--- src/rtl/act_skew_feeder_pkg.sv ---
// Shared defaults, FSM encoding and lane-slicing helper for the activation skew feeder.
package act_skew_feeder_pkg;

  localparam int P_ACT_BW      = 8;
  localparam int P_NUM_PE_ROWS = 8;
  localparam int P_MATRIX_SIZE = 8;
  localparam int P_WORDSIZE    = P_ACT_BW * P_NUM_PE_ROWS;

  typedef enum logic [1:0] {
    ST_IDLE  = 2'd0,
    ST_FEED  = 2'd1,
    ST_DRAIN = 2'd2
  } state_t;

  // Low bit of byte lane `lane` inside a packed activation word.
  function automatic int lane_lo(input int lane, input int bw);
    return lane * bw;
  endfunction

endpackage

--- src/rtl/act_skew_feeder_skew_line.sv ---
// skew_line: DEPTH+1 registered stages of {valid, data} for one lane; data is forced
// to zero whenever the entering slot is invalid, so bubbles travel as clean zeros.
module act_skew_feeder_skew_line #(
  parameter int DEPTH  = 0,
  parameter int ACT_BW = 8
) (
  input  logic              clk,
  input  logic              rstn,
  input  logic              i_valid,
  input  logic [ACT_BW-1:0] i_data,
  output logic              o_valid,
  output logic [ACT_BW-1:0] o_data
);

  logic [DEPTH:0]    r_vld;
  logic [ACT_BW-1:0] r_dat [DEPTH+1];

  always_ff @(posedge clk or negedge rstn) begin
    if (!rstn) begin
      r_vld <= '0;
      for (int i = 0; i <= DEPTH; i++) r_dat[i] <= '0;
    end else begin
      r_vld[0] <= i_valid;
      r_dat[0] <= i_valid ? i_data : '0;
      for (int i = 1; i <= DEPTH; i++) begin
        r_vld[i] <= r_vld[i-1];
        r_dat[i] <= r_dat[i-1];
      end
    end
  end

  assign o_valid = r_vld[DEPTH];
  assign o_data  = r_dat[DEPTH];

endmodule

--- src/rtl/act_skew_feeder.sv ---
// Activation skew feeder: frames one tile of MATRIX_SIZE vectors and delays lane k by
// k cycles so the PE array sees a diagonal wavefront; pulses done after the drain.
module act_skew_feeder
  import act_skew_feeder_pkg::*;
#(
  parameter int ACT_BW      = P_ACT_BW,
  parameter int NUM_PE_ROWS = P_NUM_PE_ROWS,
  parameter int MATRIX_SIZE = P_MATRIX_SIZE,
  parameter int WORDSIZE    = ACT_BW * NUM_PE_ROWS
) (
  input  logic                   clk,
  input  logic                   rstn,
  input  logic                   start,
  input  logic                   in_valid,
  input  logic [WORDSIZE-1:0]    in_data,
  output logic [WORDSIZE-1:0]    out_data,
  output logic [NUM_PE_ROWS-1:0] out_valid,
  output logic                   busy,
  output logic                   done,
  output logic                   err,
  output state_t                 dbg_state
);

  localparam int VEC_W = $clog2(MATRIX_SIZE + 1);
  localparam int DRN_W = $clog2(NUM_PE_ROWS + 1);

  state_t           r_state;
  logic [VEC_W-1:0] r_vec_cnt;
  logic [DRN_W-1:0] r_drain_cnt;
  logic             r_busy;
  logic             r_done;
  logic             r_err;
  logic             w_accept;

  // Input handshake: there is no ready; in_valid is consumed only while in FEED.
  // A valid seen in IDLE (without start) or DRAIN is dropped and flagged in err.
  assign w_accept = (r_state == ST_FEED) && in_valid;

  always_ff @(posedge clk or negedge rstn) begin
    if (!rstn) begin
      r_state     <= ST_IDLE;
      r_vec_cnt   <= '0;
      r_drain_cnt <= '0;
      r_busy      <= 1'b0;
      r_done      <= 1'b0;
      r_err       <= 1'b0;
    end else begin
      r_done <= 1'b0;
      case (r_state)
        ST_IDLE: begin
          // An accepted start wins over a coincident in_valid: the word is dropped, err cleared.
          if (start) begin
            r_state     <= ST_FEED;
            r_vec_cnt   <= '0;
            r_drain_cnt <= '0;
            r_err       <= 1'b0;
            r_busy      <= 1'b1;
          end else if (in_valid) begin
            r_err <= 1'b1;
          end
        end
        ST_FEED: begin
          if (in_valid) begin
            r_vec_cnt <= r_vec_cnt + VEC_W'(1);
            if (r_vec_cnt == VEC_W'(MATRIX_SIZE - 1)) r_state <= ST_DRAIN;
          end
        end
        ST_DRAIN: begin
          if (in_valid) r_err <= 1'b1;
          r_drain_cnt <= r_drain_cnt + DRN_W'(1);
          if (r_drain_cnt == DRN_W'(NUM_PE_ROWS - 1)) begin
            r_state <= ST_IDLE;
            r_busy  <= 1'b0;
            r_done  <= 1'b1;
          end
        end
        default: r_state <= ST_IDLE;
      endcase
    end
  end

  assign busy      = r_busy;
  assign done      = r_done;
  assign err       = r_err;
  assign dbg_state = r_state;

  for (genvar k = 0; k < NUM_PE_ROWS; k++) begin : g_lane
    act_skew_feeder_skew_line #(
      .DEPTH  (k),
      .ACT_BW (ACT_BW)
    ) u_line (
      .clk     (clk),
      .rstn    (rstn),
      .i_valid (w_accept),
      .i_data  (in_data[lane_lo(k, ACT_BW) +: ACT_BW]),
      .o_valid (out_valid[k]),
      .o_data  (out_data[lane_lo(k, ACT_BW) +: ACT_BW])
    );
  end

endmodule

--- config.mk ---
export PLATFORM = sky130hd
export DESIGN_NAME = act_skew_feeder
export DESIGN_NICKNAME = d
export VERILOG_FILES = /design/src/rtl/act_skew_feeder_pkg.sv /design/src/rtl/act_skew_feeder_skew_line.sv /design/src/rtl/act_skew_feeder.sv
export SDC_FILE = /design/constraint.sdc
export NUM_CORES = 1
export LEC_CHECK = 0
export ABC_AREA = 1
export CAP_MARGIN = 10
export CORE_UTILIZATION = 30
export CTS_CLUSTER_SIZE = 14
export DETAILED_ROUTE_END_ITERATION = 8
export PLACE_DENSITY_LB_ADDON = 0.1
export SYNTH_ARGS = -nofsm -noshare
export SYNTH_HDL_FRONTEND = slang
export SYNTH_SLANG_ARGS = --single-unit
--- constraint.sdc ---
create_clock -name clk -period 2.96 [get_ports clk]
set_input_delay 0.444 -clock clk [delete_from_list [all_inputs] [get_ports clk]]
set_output_delay 0.444 -clock clk [all_outputs]
set_load 0.02 [all_outputs]
==> flow_metrics.env <==
export IMPL_min_period_ns=2.082
export IMPL_antenna_violations_before_repair=0
export IMPL_insertedDiodeCount=0
export IMPL_synthesis_instances=574
export IMPL_cpLargestDelayFamily="buffers and inverters"
export IMPL_initial_core_util_pct=30.45
export IMPL_postRouteWirelength_um=13420
export IMPL_synth_area_per_cell_um2=15.72
export IMPL_groute_usage_overall_pct=9.250
export IMPL_clock_latency_ns=0.49
export IMPL_rows=63
export IMPL_detailedRoute_firstIterationViolations=215
export IMPL_netSwitchingPower_w=0.002436
export IMPL_critical_path_class="reg -> out"
export IMPL_worstHoldPathType="reg -> reg"
export IMPL_final_setup_viol_count=0
export IMPL_switching_share_pct=23.19
export IMPL_place_detailed_hpwl_um=7922
export IMPL_worstPathCellList="clkdlybuf4s50_1"
export IMPL_finalWeightedCongestion=0.6680
export IMPL_core_region_area_um2=29640
export IMPL_clock_group_share_of_total_power_pct=41.1
export IMPL_routed_via_count=4060
export IMPL_cp_endpoint="dbg_state[0]"
export IMPL_grt_first_pass_wirelength_um=22680
export IMPL_pwr_share_seq_pct=48.6
export IMPL_power_combinational_fraction_pct=10.3
export IMPL_cts_htree_levels=2
export IMPL_globalRouteOverflowTotal=0
export IMPL_area_fraction_of_the_dominant_cell_type_after_synthesis_pct=85.68
export IMPL_die_height_um=175.4
export IMPL_post_layout_total_power_w=0.01050
export IMPL_mappedNetlistNets=644
export IMPL_postSynth_asyncResetShare_pct=100.0
export IMPL_global_route_track_usage_on_met2_pct=14.47
export IMPL_finalNetCount=761
export IMPL_reg2reg_slack_ns=1.39
export IMPL_numPlacedInstances=1043
export IMPL_io_pins=145
export IMPL_power_internal_w=0.008068
export IMPL_seq_area_frac_synth_pct=85.68
export IMPL_outcome="completed"
export IMPL_r2r_end="g_lane[1].u_line.r_dat[14]"
export IMPL_yosys_cell_count_top_type="dfrtp_1"
export IMPL_1st_pass_router_iterations=4
export IMPL_clock_root_buffer="clkbuf_16"
export IMPL_critPathLaunch="dbg_state[0]"
export IMPL_r2r_start="dbg_state[0]"
export IMPL_vdd_ir_drop_max_uv=361.1
export IMPL_ys_ff_latch=309
export IMPL_fillerInstances=2818
export IMPL_power_leakage_nw=5.954
export IMPL_critical_path_n_buffers_inverters=1
export IMPL_top_usage_layer="met2"
export IMPL_synthDominantAreaCellType="dfrtp_1"
export IMPL_grt_max_degree=64
export IMPL_route_detailed_drc=0
export IMPL_tritoncts_num_buffers=35
export IMPL_buffer_ports_inserted=144
export IMPL_totalNegativeSetupSlack_ns=0
export IMPL_data_arrival_time_of_the_critical_path_ns=1.64
export IMPL_ctsLongestPathBuffers=3
export IMPL_slew_limit_headroom_pct=66.94
export IMPL_fin_skew_ns=0.01328
export IMPL_timing_final_hold_violations=0
export IMPL_critPathMaxStageDelay_ns=0.66
export IMPL_final_core_utilization_pct=39.55
export IMPL_worst_setup_path_start_kind="flip-flop"
export IMPL_worst_endpoint_required_ns=2.52
export IMPL_synth_cells_most_frequent="dfrtp_1 (309), nor2_1 (75), inv_1 (74), buf_4 (64), nand2_1 (21)"
export IMPL_achievable_frequency_mhz=480.2
export IMPL_post_route_period_util_pct=70.35
export IMPL_synth_main_ff_cell="dfrtp_1"
export IMPL_timing_hold_worst_start="g_lane[4].u_line.r_dat[34]"
export IMPL_synth_area_um2=9025
export IMPL_critical_path_endpoint_type="output port"
export IMPL_cts_tree="built"
export IMPL_max_slew_worst_pin_slew_ns=0.4959
export IMPL_grt_setup_unrepaired="false"
export IMPL_ys_warn_count=0
export IMPL_synth_area_top_cells="dfrtp_1 (86%), buf_4 (5.3%), nor2_1 (3.1%), inv_1 (3.1%), nand2_1 (0.87%)"
export IMPL_drtAntennaViolNets=0
export IMPL_first_global_vias=4497
export IMPL_power_density_nw_per_um2=896.0
export IMPL_hold_ws_ns=0.3387
export IMPL_instances_no_fill=1104
export IMPL_critical_path_max_fanout=7
export IMPL_critical_path_cell_count=1
export IMPL_worst_path_max_delay_cell="clkdlybuf4s50_1"
export IMPL_vias_per_cell=3.678
export IMPL_dieArea_um2=30780
export IMPL_rr_worst_depth=3
export IMPL_synthDistinctLibCells=15
export IMPL_tritoncts_sink_count=309
export IMPL_synth_enable_flop_cells=0
export IMPL_wire_per_inst_um=12.16
export IMPL_gr_usage_met1_pct=11.47
export IMPL_horizontal_die_dimension_um=175.4
export IMPL_maxCapViolCount=0
export IMPL_drive_gt1_share_pct=8.964
export IMPL_use_met3_pct=3.203
export IMPL_report_final_slew_viol_count=0
export IMPL_clk_transition_reported_paths_ns=0.06
export IMPL_layout_stage_area_growth_over_the_synthesis_result_pct=29.89
## state kept, by name (all words and copies together) (netlist names), 2 cells and up
register	cells
dbg_state	2
r_vec_cnt	4
r_drain_cnt	4
g_lane.u_line.r_vld	8
g_lane.u_line.o_data	64
g_lane.u_line.r_dat	224
## timing repair
action	in CTS	in global routing
setup buffers	0	0
hold buffers	1	0
resized for setup	0	0
hold endpoints to repair	57	0
## power by group through the flow
stage                     sequential [W]  clock, W  combinational (W)
after floorplan                  0.00516         0           0.000654
after global placement           0.00516         0            0.00110
after detailed placement         0.00519         0            0.00111
after CTS                        0.00512   0.00448            0.00112
after global routing             0.00519   0.00465            0.00119
final                            0.00510   0.00431            0.00108
## cells by family after synthesis
family | count (synthesis) | share of synthesized area, %
AO/OA/AOI/OAI | 6 | 0.3326
buffers and inverters | 146 | 8.762
adder cells (fa/ha/maj) | 2 | 0.2772
XOR/XNOR | 1 | 0.09706
AND/OR/NAND/NOR | 110 | 4.852
flip-flops | 309 | 85.68
## metal layers
layer,vias up,part of all wire [%]
met5,-,0
met4,0,3.5
met3,34,7.5
met2,125,46
met1,2038,43
li1,1863,-
## through the flow
step / area (µm²) / setup slack [ns]
2_1_floorplan: 9025 / 1.750
3_3_place_gp: 10540 / 0.9290
3_5_place_dp: 10540 / 0.8496
4_1_cts: 11720 / 0.8503
5_1_grt: 11720 / 0.7956
6_report: 11720 / 0.8777
## worst min path at each step
| stage | to | slack, ns | cells past startpoint |
|---|---|---|---|
| 5_1_grt | g_lane[7].u_line.o_data[6] | 0.35 | 0 |
| 2_1_floorplan | busy | 0.15 | 0 |
| 4_1_cts | g_lane[6].u_line.r_dat[34] | 0.34 | 0 |
| 3_3_place_gp | g_lane[4].u_line.r_dat[20] | 0.33 | 0 |
| 6_report | g_lane[4].u_line.r_dat[26] | 0.34 | 0 |
| 3_5_place_dp | g_lane[1].u_line.o_data[3] | 0.33 | 0 |
## area by class of cell
| class | count | area, µm² | share of cell area, % |
|---|---|---|---|
| Clock buffer | 47 | 991.0 | 8.453 |
| Multi-Input combinational cell | 119 | 509.2 | 4.344 |
| Inverter | 74 | 277.8 | 2.370 |
| Sequential cell | 309 | 7732 | 65.96 |
| Clock inverter | 13 | 177.7 | 1.516 |
| Timing Repair Buffer | 152 | 1546 | 13.19 |
| Tap cell | 390 | 488.0 | 4.163 |
## cell usage in the layout (no fill, tap or decap)
master,instances
bufinv_16,4
o21ai_0,5
clkinvlp_4,2
xnor2_1,1
dlygate4sd3_1,1
clkbuf_1,5
nand2_1,21
buf_8,1
nand3_1,11
clkbuf_16,35
inv_6,2
clkinv_2,5
clkbuf_8,7
ha_1,2
buf_4,4
a21oi_1,1
buf_12,3
inv_1,74
clkdlybuf4s50_1,143
nor2_1,75
nand3_4,1
nand4_1,2
dfrtp_1,309
(Power assumes the default switching activity.)
